<file path="src/rtl/imem_fetch_ctrl.sv">
// Instruction fetch sequencer: owns the imem address bus, holds the PC, and feeds decode
// through a one-entry valid/ready register. Debug reads are served while idle or halted.
module imem_fetch_ctrl #(
   parameter int                ADDR_W    = 10,
   parameter int                DATA_W    = 32,
   parameter logic [ADDR_W-1:0] RESET_PC  = '0,
   parameter logic [DATA_W-1:0] HALT_WORD = 32'hFFFF_FFFF
) (
   input  logic              clk,
   input  logic              rst,
   input  logic              start,
   output logic [ADDR_W-1:0] imem_addr,
   input  logic [DATA_W-1:0] imem_data,
   input  logic              redirect_valid,
   input  logic [ADDR_W-1:0] redirect_addr,
   output logic              out_valid,
   input  logic              out_ready,
   output logic [DATA_W-1:0] out_instr,
   output logic [ADDR_W-1:0] out_pc,
   output logic              halted,
   input  logic              dbg_req,
   input  logic [ADDR_W-1:0] dbg_addr,
   output logic              dbg_ack,
   output logic [DATA_W-1:0] dbg_data
);

   // state   | meaning
   // IDLE    | after reset; memory available to debug, waits for start
   // RUN     | fetching from pc into the output register
   // HALT    | sentinel fetched; memory available to debug, waits for start
   typedef enum logic [1:0] {ST_IDLE, ST_RUN, ST_HALT} state_t;

   state_t            state;
   logic [ADDR_W-1:0] pc;
   logic              load;

   assign load      = !out_valid || out_ready;
   assign imem_addr = (state != ST_RUN && dbg_req) ? dbg_addr : pc;
   assign halted    = (state == ST_HALT);

   always_ff @(posedge clk or posedge rst) begin
      if (rst) begin
         state     <= ST_IDLE;
         pc        <= RESET_PC;
         out_valid <= 1'b0;
         out_instr <= '0;
         out_pc    <= '0;
         dbg_ack   <= 1'b0;
         dbg_data  <= '0;
      end else begin
         case (state)
            ST_IDLE, ST_HALT: begin
               // start takes priority; a simultaneous debug request waits a cycle
               if (start) begin
                  state   <= ST_RUN;
                  pc      <= RESET_PC;
                  dbg_ack <= 1'b0;
               end else if (dbg_req && !dbg_ack) begin
                  dbg_data <= imem_data;
                  dbg_ack  <= 1'b1;
               end else begin
                  dbg_ack <= 1'b0;
               end
            end
            ST_RUN: begin
               dbg_ack <= 1'b0;
               if (redirect_valid) begin
                  out_valid <= 1'b0;
                  pc        <= redirect_addr;
               end else if (load) begin
                  if (imem_data == HALT_WORD) begin
                     // pc stays on the sentinel; it is never handed to decode
                     out_valid <= 1'b0;
                     state     <= ST_HALT;
                  end else begin
                     out_instr <= imem_data;
                     out_pc    <= pc;
                     out_valid <= 1'b1;
                     pc        <= pc + ADDR_W'(1);
                  end
               end
            end
            default: begin
               state <= ST_IDLE;
            end
         endcase
      end
   end

endmodule

</file>
<file path="config.mk">
export PLATFORM = sky130hd
export DESIGN_NAME = imem_fetch_ctrl
export DESIGN_NICKNAME = d
export VERILOG_FILES = /design/src/rtl/imem_fetch_ctrl.sv
export SDC_FILE = /design/constraint.sdc
export NUM_CORES = 1
export LEC_CHECK = 0
export ABC_AREA = 1
export BUFFER_PORTS_ARGS = -buffer_cell sky130_fd_sc_hd__clkbuf_2
export CAP_MARGIN = 20
export CORE_UTILIZATION = 49
export CTS_CLUSTER_SIZE = 30
export DETAILED_ROUTE_END_ITERATION = 8
export GPL_TIMING_DRIVEN = 0
export PLACE_DENSITY = 0.83
export SLEW_MARGIN = 5
export SYNTH_ARGS = -nofsm -noshare
export SYNTH_HDL_FRONTEND = slang
export SYNTH_SLANG_ARGS = --single-unit
</file>
<file path="constraint.sdc">
create_clock -name clk -period 3 [get_ports clk]
set_clock_uncertainty 0.2 [all_clocks]
set_input_delay 0 -clock clk [delete_from_list [all_inputs] [get_ports clk]]
set_output_delay 0 -clock clk [all_outputs]
set_load 0.02 [all_outputs]
</file>
==> flow_summary.yaml, run 1 <==
route:
  met2_wirelength_mm: 5.69
  drtIter0Drc: 233
  routed_wl_mm: 11.6
  firstDrtPassIters: 5
  highest_layer: "met4"
  drc: 0
  dr_wl_met3_um: 877
  antenna_left: 0
  num_vias: 3947
  viasPerCell: 5.08
  post_drt_wl_per_cell_um: 14.9
  wl_met1_mm: 4.70
worst_setup_path:
  end_kind: "register"
  cp.arrival_ns: 2.31
  critPathLaunchType: "register"
  cp_max_fo: 5
  r2r-start: "pc[0]$_DFFE_PP0P_"
  cp_data_required_time_ns: 3.05
  crit_type: "register to register"
  crit_start: "pc[0]$_DFFE_PP0P_"
placement:
  gp_congestion: 0.901
  dpl_cell_area_um2: 4830
  io_buffers: 144
  dp_hpwl_mm: 7.55
sta:
  slew_viol_final: 0
  hold_viol: 0
  slew_headroom: 0.669
  setup_viol: 0
  fin_setup_tns_ns: 0
  min_period_over_period: 0.751
  rsz0062_at_grt: "no"
  worst_pin_slew_ns: 0.496
  period_minus_slack_ns: 2.25
  clock.fmax_ghz: 0.444
die:
  fp.dieH_um: 91.8
  rows: 32
  core_region_area_um2: 7770
  dieArea_um2: 8430
  die_w_um: 91.8
  pin_count: 145
  start_util: 0.509
synth:
  synth.avg_cell_area_um2: 8.58
  syn_inst: 461
  syn_nets: 520
  yosysWarnings: 0
  synth.cell_area_um2: 3950
  ys_seq_area_frac: 0.557
  synth-seq-cells: 88
  synth_cell_types: 25
pwr:
  power_frac_comb: 0.465
  p_total_w: 0.00544
  p_per_area_nw_per_um2: 978
  clockPowerShare: 0.153
  p_int_w: 0.00298
  p_switching_w: 0.00245
  swShare: 0.451
  ir_worst_vdd_mv: 0.445
  power_frac_seq: 0.383
  power.leakage_nw: 3.04
layout:
  diodes: 0
  design_area_um2: 5560
  drive_above_1_share: 0.301
  fin_nets: 729
  utilization: 0.716
  fillers: 575
  area_growth_syn_to_layout_pct: 40.6
global_route:
  grt_pass1_vias: 3954
  grt_pass1_wl_mm: 19.0
  antenna_found_initial: 0
  grtUsageTotal: 0.290
  grt_max_degree: 59
  grt.overflow.total: 0
clock_tree:
  path_clk_slew_ns: 0.09
  clock_sinks: 88
  numCtsBuffers: 9
  cts_setup_buffers: 0
  cts_tree: "yes"
  cts-root-buf: "clkbuf_8"
  cts-htree-levels: 3
  clockBufferDepth: 2
  clk_latency_ns: 0.35
job:
  maxCapViolCount: 0
worst_hold_path:
  min-delay-start: "dbg_req"
  hold_class: "input pin to register"
outcome:
  outcome: "finished clean"
## cells in the mapped netlist
| library cell | n | area share |
|---|---|---|
| a21oi_1 | 10 | 0.013 |
| a22o_1 | 1 | 0.0022 |
| buf_2 | 7 | 0.0089 |
| buf_4 | 4 | 0.0076 |
| buf_6 | 5 | 0.014 |
| clkbuf_1 | 2 | 0.0019 |
| clkbuf_2 | 1 | 0.0013 |
| clkinv_4 | 1 | 0.0022 |
| dfrtp_1 | 88 | 0.56 |
| ha_1 | 1 | 0.0032 |
| inv_1 | 46 | 0.044 |
| inv_2 | 1 | 0.00095 |
| mux2_2 | 6 | 0.017 |
| nand2_1 | 158 | 0.15 |
| nand2_2 | 2 | 0.0032 |
| nand3_1 | 17 | 0.022 |
| nand3_4 | 1 | 0.0044 |
| nand4_1 | 1 | 0.0016 |
| nor2_1 | 26 | 0.025 |
| nor2_8 | 1 | 0.0051 |
| o21ai_0 | 43 | 0.054 |
| o21ai_1 | 24 | 0.030 |
| o21ai_2 | 12 | 0.027 |
| o31ai_1 | 2 | 0.0038 |
| or2_2 | 1 | 0.0016 |
## stage by stage
stage	setup WS, ns	hold slack (ns)	std cells
final	0.746	0.00658	777
after floorplan	0.521	-0.0552	461
after CTS	0.771	0.000510	777
after detailed placement	1.28	-0.181	708
after global placement	-0.355	0.0522	707
after global routing	0.550	0.0674	777
## final cells by class
| cell class | count | area (um2) | share of cell area |
|---|---|---|---|
| well taps | 102 | 128 | 0.0230 |
| repair buffers | 198 | 1280 | 0.230 |
| clock inverters | 6 | 67.6 | 0.0122 |
| flip-flops and latches | 88 | 2200 | 0.396 |
| clock buffers | 10 | 128 | 0.0230 |
| plain buffers | 19 | 134 | 0.0241 |
| inverters | 48 | 188 | 0.0338 |
| multi-input cells | 306 | 1430 | 0.258 |
## power groups by stage
| stage | registers [W] | logic (W) | clock network (W) |
|---|---|---|---|
| 2_1_floorplan | 0.00262 | 0.000996 | 0 |
| 3_3_place_gp | 0.00206 | 0.00237 | 0 |
| 3_5_place_dp | 0.00208 | 0.00242 | 0 |
| 4_1_cts | 0.00206 | 0.00250 | 0.000842 |
| 5_1_grt | 0.00213 | 0.00277 | 0.000883 |
| 6_report | 0.00208 | 0.00253 | 0.000830 |
## worst max-delay path, cell delays in order (launching register included)
cell	delay [ns]
dfrtp_1	0.44
ha_1	0.20
nand2_1	0.09
nor2_1	0.28
nand3_1	0.11
nand2_1	0.07
o21ai_0	0.06
dlygate4sd3_1	0.56
nand3_1	0.09
nand2_1	0.05
## cells by family after synthesis
kind of cell / after synthesis / synth area share
fa+ha+maj: 1 / 0.00316
simple gates: 207 / 0.212
flops: 88 / 0.557
buf+inv: 67 / 0.0807
mux: 6 / 0.0171
compound gates: 92 / 0.130
## timing repair
item | 4_1_cts | 5_1_grt
endpoints found under the setup margin | 0 | 0
hold endpoints to repair | 165 | 0
hold buffers | 53 | 0
gates resized for setup | 0 | 0
## sequential cells by signal (all words and copies together), names as in the netlist
name       flops
dbg_ack        1
dbg_data      32
out_instr     32
out_pc        10
out_valid      1
pc            10
state          2
## cell usage in the layout (no fill, tap or decap), drive strengths merged
| master | netlist | routed |
|---|---|---|
| nand2 | 160 | 160 |
| clkbuf | 3 | 157 |
| dfrtp | 88 | 88 |
| o21ai | 79 | 79 |
| dlygate4sd3 | 0 | 53 |
| inv | 47 | 49 |
| nor2 | 27 | 27 |
| nand3 | 18 | 18 |
| buf | 16 | 17 |
| a21oi | 10 | 10 |
| mux2 | 6 | 6 |
| o31ai | 2 | 2 |
| clkinvlp | 0 | 2 |
| clkinv | 1 | 2 |
| a22o | 1 | 1 |
| nand4 | 1 | 1 |
| or2 | 1 | 1 |
| ha | 1 | 1 |
| bufinv | 0 | 1 |
## path summary, 6_finish.rpt
kind                                             end  slack (ns)  cells past startpoint
min                         dbg_data[30]$_DFFE_PP0P_       0.007                      5
max                                pc[6]$_DFFE_PP0P_        0.75                      9
min reg2reg                 out_instr[5]$_DFFE_PP0P_        0.29                      2
max in group asynchronous      out_pc[7]$_DFFE_PP0P_        1.42                      5
min in group asynchronous  out_instr[12]$_DFFE_PP0P_        0.56                      4
max reg2reg                        pc[6]$_DFFE_PP0P_        0.75                      9
## per-layer routing
layer | vias to the layer above | GRT usage
met2 | 189 | 0.512
met1 | 1853 | 0.349
met5 | - | 0
met3 | 29 | 0.0531
met4 | 0 | 0.121
li1 | 1876 | -
(Power assumes the default switching activity.)
==> inputs of run 2 (changes only) <==
Settings changed: CORE_UTILIZATION 49 to 45, PLACE_DENSITY 0.83 to 0.81.
Clock period 3 ns to 1.8 ns, I/O delays scaled along.
==> flow_summary.yaml, run 2 (synthesis gave the netlist of run 1 again) <==
die:
  fp.dieH_um: 95.7
  dieArea_um2: 9170
  die_w_um: 95.7
  rows: 33
  start_util: 0.474
  core_region_area_um2: 8340
  pin_count: 145
placement:
  dp_hpwl_mm: 7.77
  gp_congestion: 0.867
  dp_cells: 712
  io_buffers: 144
worst_setup_path:
  reg2reg_slack_ns: 0.06
  critPathLaunchType: "register"
  r2r_end: "pc[2]$_DFFE_PP0P_"
  reg2reg_depth: 9
  r2r-start: "state[1]$_DFFE_PP0P_"
  end_kind: "primary output"
  cp_data_required_time_ns: 1.60
  crit_top_cell: "nand2_4"
  slowest_stage: "dfrtp_2"
  cp.arrival_ns: 1.57
  cp_max_fo: 6
  crit_type: "register to primary output"
  slowest_delay_ns: 0.47
  path_cells: "nand2_4, nand2_4, buf_6, mux2_4, clkbuf_8"
global_route:
  grtUsageTotal: 0.251
  grt_max_degree: 44
  grt.overflow.total: 0
  grt_pass1_vias: 3809
  grt_pass1_wl_mm: 17.6
  antenna_found_initial: 0
clock_tree:
  path_clk_slew_ns: 0.09
  cts_tree: "yes"
  clockBufferDepth: 2
  clk_latency_ns: 0.34
  cts-root-buf: "clkbuf_8"
  cts-htree-levels: 3
  numCtsBuffers: 9
  clock_sinks: 88
route:
  drc: 0
  drtIter0Drc: 156
  antenna_left: 0
  viasPerCell: 5.01
  firstDrtPassIters: 4
  routed_wl_mm: 11.6
  post_drt_wl_per_cell_um: 14.8
  num_vias: 3938
pwr:
  ir_worst_vdd_mv: 0.834
  p_per_area_nw_per_um2: 1610
  power.leakage_nw: 3.12
worst_hold_path:
  whs_path_depth: 5
  hold_path_end: "dbg_data[30]$_DFFE_PP0P_"
  hold_class: "input pin to register"
  min-delay-start: "dbg_req"
sta:
  slew_viol_final: 0
  hold_ws_ns: 0.0714
  setup_viol: 0
  period_minus_slack_ns: 1.77
  min_period_over_period: 0.985
  worst_pin_slew_ns: 0.481
  clock.fmax_ghz: 0.564
  rsz0062_at_grt: "yes"
  slew_headroom: 0.679
  hold_viol: 0
  fin_setup_tns_ns: 0
layout:
  final_common_cell: "nand2_1"
  fin_cells: 786
  drive_above_1_share: 0.342
  largestRegisters: "dbg_data x32, out_instr x32"
  final_cell_mix: "156 x nand2_1, 137 x clkbuf_2, 87 x dfrtp_1, 48 x dlygate4sd3_1, 44 x inv_1"
  fin_nets: 735
  area_growth_syn_to_layout_pct: 45.9
  diodes: 0
outcome:
  outcome: "finished clean"
job:
  maxCapViolCount: 0
## run 2: final cells by class
| class | count | area, um2 |
|---|---|---|
| buffer | 19 | 139 |
| clock buffer | 10 | 138 |
| clock inverter | 6 | 41.3 |
| fill | 617 | 2570 |
| inverter | 48 | 189 |
| multi-input combinational | 306 | 1530 |
| sequential | 88 | 2200 |
| tap | 105 | 131 |
| timing repair buffer | 204 | 1400 |
## run 2: repair_timing
item                       4_1_cts  5_1_grt
setup buffers                    5        5
hold buffers                    48        0
pin swaps                        1        3
hold endpoints to repair       165        0
resized for setup               10       47
setup endpoints to repair       11       64
## run 2: worst max-delay path by stage
stage,start,to,slack (ns),cells after the start
2_1_floorplan,state[1]$_DFFE_PP0P_,imem_addr[6],0.30,5
3_3_place_gp,rst,dbg_data[11]$_DFFE_PP0P_,0.06,2
3_5_place_dp,state[0]$_DFFE_PP0P_,dbg_data[12]$_DFFE_PP0P_,-0.002,5
4_1_cts,state[1]$_DFFE_PP0P_,imem_addr[6],-0.01,6
5_1_grt,state[0]$_DFFE_PP0P_,imem_addr[3],-0.04,7
6_report,state[0]$_DFFE_PP0P_,imem_addr[6],0.03,5
## run 2: per-layer routing
| layer | routed length [um] | track usage | vias to the layer above |
|---|---|---|---|
| li1 | - | - | 1888 |
| met1 | 4750 | 0.294 | 1860 |
| met2 | 5880 | 0.465 | 168 |
| met3 | 774 | 0.0434 | 22 |
| met4 | 188 | 0.0821 | 0 |
| met5 | 0 | 0 | - |
## run 2: worst max-delay path: cells and delay by family, from the launching register on
kind	cells	cell delay, ns
flip-flops	1	0.47
buffers and inverters	2	0.29
multiplexers	1	0.29
AND/OR/NAND/NOR	2	0.18
## run 2: stage by stage
stage | area (um2) | util | worst slack (ns) | total power [W]
2_1_floorplan | 3960 | - | 0.303 | 0.00603
3_3_place_gp | 4810 | 0.577 | 0.0588 | 0.00738
3_5_place_dp | 4850 | 0.581 | -0.00224 | 0.00754
4_1_cts | 5610 | 0.672 | -0.0123 | 0.00901
5_1_grt | 5770 | 0.692 | -0.0446 | 0.00991
6_report | 5770 | 0.692 | 0.0264 | 0.00928
## run 2: power breakdown
group	switching (W)	internal [W]
clock network	0.000697	0.000545
logic	0.00284	0.00173
registers	0.000604	0.00286
==> inputs of run 3 (changes only) <==
Settings changed: CORE_MARGIN from default to 1.5.
==> flow_summary.yaml, run 3 (synthesis gave the netlist of run 1 again) <==
outcome:
  outcome: "finished clean"
worst_setup_path:
  critPathLaunchType: "register"
  cp.arrival_ns: 1.56
  path_cells: "inv_2, nand2_4, nand2_4, buf_6, mux2_4, buf_8"
  reg2reg_depth: 9
  cp_max_fo: 5
  r2r-start: "state[1]$_DFFE_PP0P_"
  end_kind: "primary output"
  crit_type: "register to primary output"
  slowest_stage: "dfrtp_1"
  cp_data_required_time_ns: 1.60
  slowest_delay_ns: 0.39
  r2r_end: "out_instr[7]$_DFFE_PP0P_"
  crit_top_cell: "nand2_4"
  reg2reg_slack_ns: 0.09
die:
  dieArea_um2: 9360
  die_w_um: 96.7
  start_util: 0.458
  core_region_area_um2: 8640
  pin_count: 145
  rows: 34
  fp.dieH_um: 96.7
sta:
  slew_viol_final: 0
  slew_headroom: 0.686
  period_minus_slack_ns: 1.76
  min_period_over_period: 0.978
  hold_ws_ns: 0.0261
  fin_setup_tns_ns: 0
  clock.fmax_ghz: 0.568
  hold_viol: 0
  worst_pin_slew_ns: 0.471
  fin_ws_ns: 0.0401
  setup_viol: 0
  rsz0062_at_grt: "yes"
route:
  drtIter0Drc: 172
  viasPerCell: 5.02
  post_drt_wl_per_cell_um: 15.0
  routed_wl_mm: 11.9
  num_vias: 3970
  firstDrtPassIters: 4
  drc: 0
  antenna_left: 0
layout:
  final_cell_mix: "155 x nand2_1, 139 x clkbuf_2, 87 x dfrtp_1, 47 x dlygate4sd3_1, 44 x inv_1"
  diodes: 0
  largestRegisters: "dbg_data x32, out_instr x32"
  fillers: 701
  drive_above_1_share: 0.334
  ff_latch_area_um2: 2200
  utilization: 0.674
  fin_nets: 737
  area_growth_syn_to_layout_pct: 47.2
  final_common_cell: "nand2_1"
  multiInputGateArea_um2: 1510
  fin_cells: 791
global_route:
  antenna_found_initial: 0
  grt.overflow.total: 0
  grtUsageTotal: 0.258
  grt_pass1_vias: 3938
  grt_pass1_wl_mm: 19.5
  grt_max_degree: 41
clock_tree:
  numCtsBuffers: 9
  path_clk_slew_ns: 0.09
  cts-root-buf: "clkbuf_8"
  cts-htree-levels: 3
  clockBufferDepth: 2
  cts_tree: "yes"
  clk_latency_ns: 0.36
  clock_sinks: 88
worst_hold_path:
  whs_path_depth: 5
  hold_class: "input pin to register"
  min-delay-start: "dbg_req"
  hold_path_end: "dbg_data[30]$_DFFE_PP0P_"
job:
  maxCapViolCount: 0
pwr:
  ir_worst_vdd_mv: 0.817
  power.leakage_nw: 3.15
  p_per_area_nw_per_um2: 1650
placement:
  dp_hpwl_mm: 7.68
  dp_cells: 715
  gp_congestion: 0.876
  io_buffers: 144
  place_ws_ns: 0.0277
-- run 3: cell count changes in the layout (fill, tap and decap cells not counted), moves of 2 or more --
cell       before  now
nor2_1         19   23
a21oi_1         7   10
a21oi_2         2    0
buf_2           7    5
bufinv_16       0    2
clkbuf_2      137  139
clkbuf_8       11    9
clkinv_2        3    1
nor2_2          4    2
nor2_4          3    1
-- run 3: worst max-delay path: cells and delay by family (launching register included) --
family        cells  cell delay (ns)
flops             1             0.39
mux               1             0.31
simple gates      2             0.15
buf+inv           3             0.35
-- run 3: cell type report --
cell class / count / area share
Buffer: 19 / 0.0262
Clock buffer: 10 / 0.0219
Inverter: 48 / 0.0325
Clock inverter: 6 / 0.0155
Tap cell: 108 / 0.0232
Timing Repair Buffer: 205 / 0.242
Multi-Input combinational cell: 307 / 0.260
Sequential cell: 88 / 0.379
-- run 3: power by group --
part	total (W)	switching [W]	internal, W
Combinational	0.00460	0.00285	0.00175
Clock	0.00151	0.000725	0.000790
Sequential	0.00346	0.000599	0.00286
Total	0.00957	0.00417	0.00540
-- run 3: metal layers --
| layer | global-route usage | vias up | part of all wire |
|---|---|---|---|
| met5 | 0 | - | 0 |
| met3 | 0.0448 | 19 | 0.056 |
| li1 | - | 1899 | - |
| met4 | 0.0914 | 0 | 0.019 |
| met1 | 0.337 | 1892 | 0.43 |
| met2 | 0.432 | 160 | 0.50 |
-- run 3: worst max path at each step --
stage | start | end | slack, ns | cells past startpoint
floorplan | state[1]$_DFFE_PP0P_ | imem_addr[6] | 0.30 | 5
global placement | rst | out_instr[9]$_DFFE_PP0P_ | 0.05 | 2
detailed placement | state[1]$_DFFE_PP0P_ | imem_addr[6] | 0.03 | 6
CTS | state[1]$_DFFE_PP0P_ | imem_addr[1] | 0.0004 | 6
global route | state[1]$_DFFE_PP0P_ | imem_addr[7] | -0.01 | 6
finish | state[1]$_DFFE_PP0P_ | imem_addr[6] | 0.04 | 6
-- run 3: what timing repair did --
item | in CTS | in global routing
endpoints found under the setup margin | 10 | 60
endpoints found under the hold margin | 165 | 0
gates cloned | 1 | 2
gates resized for setup | 12 | 42
buffers inserted | 4 | 6
hold buffers | 47 | 0
pin swaps | 2 | 5
-- run 3: stage by stage --
stage               power [W]  instance area [um2]
floorplan             0.00603                 3960
global route           0.0102                 5820
detailed placement    0.00753                 4850
global placement      0.00738                 4810
finish                0.00957                 5820
CTS                   0.00926                 5630
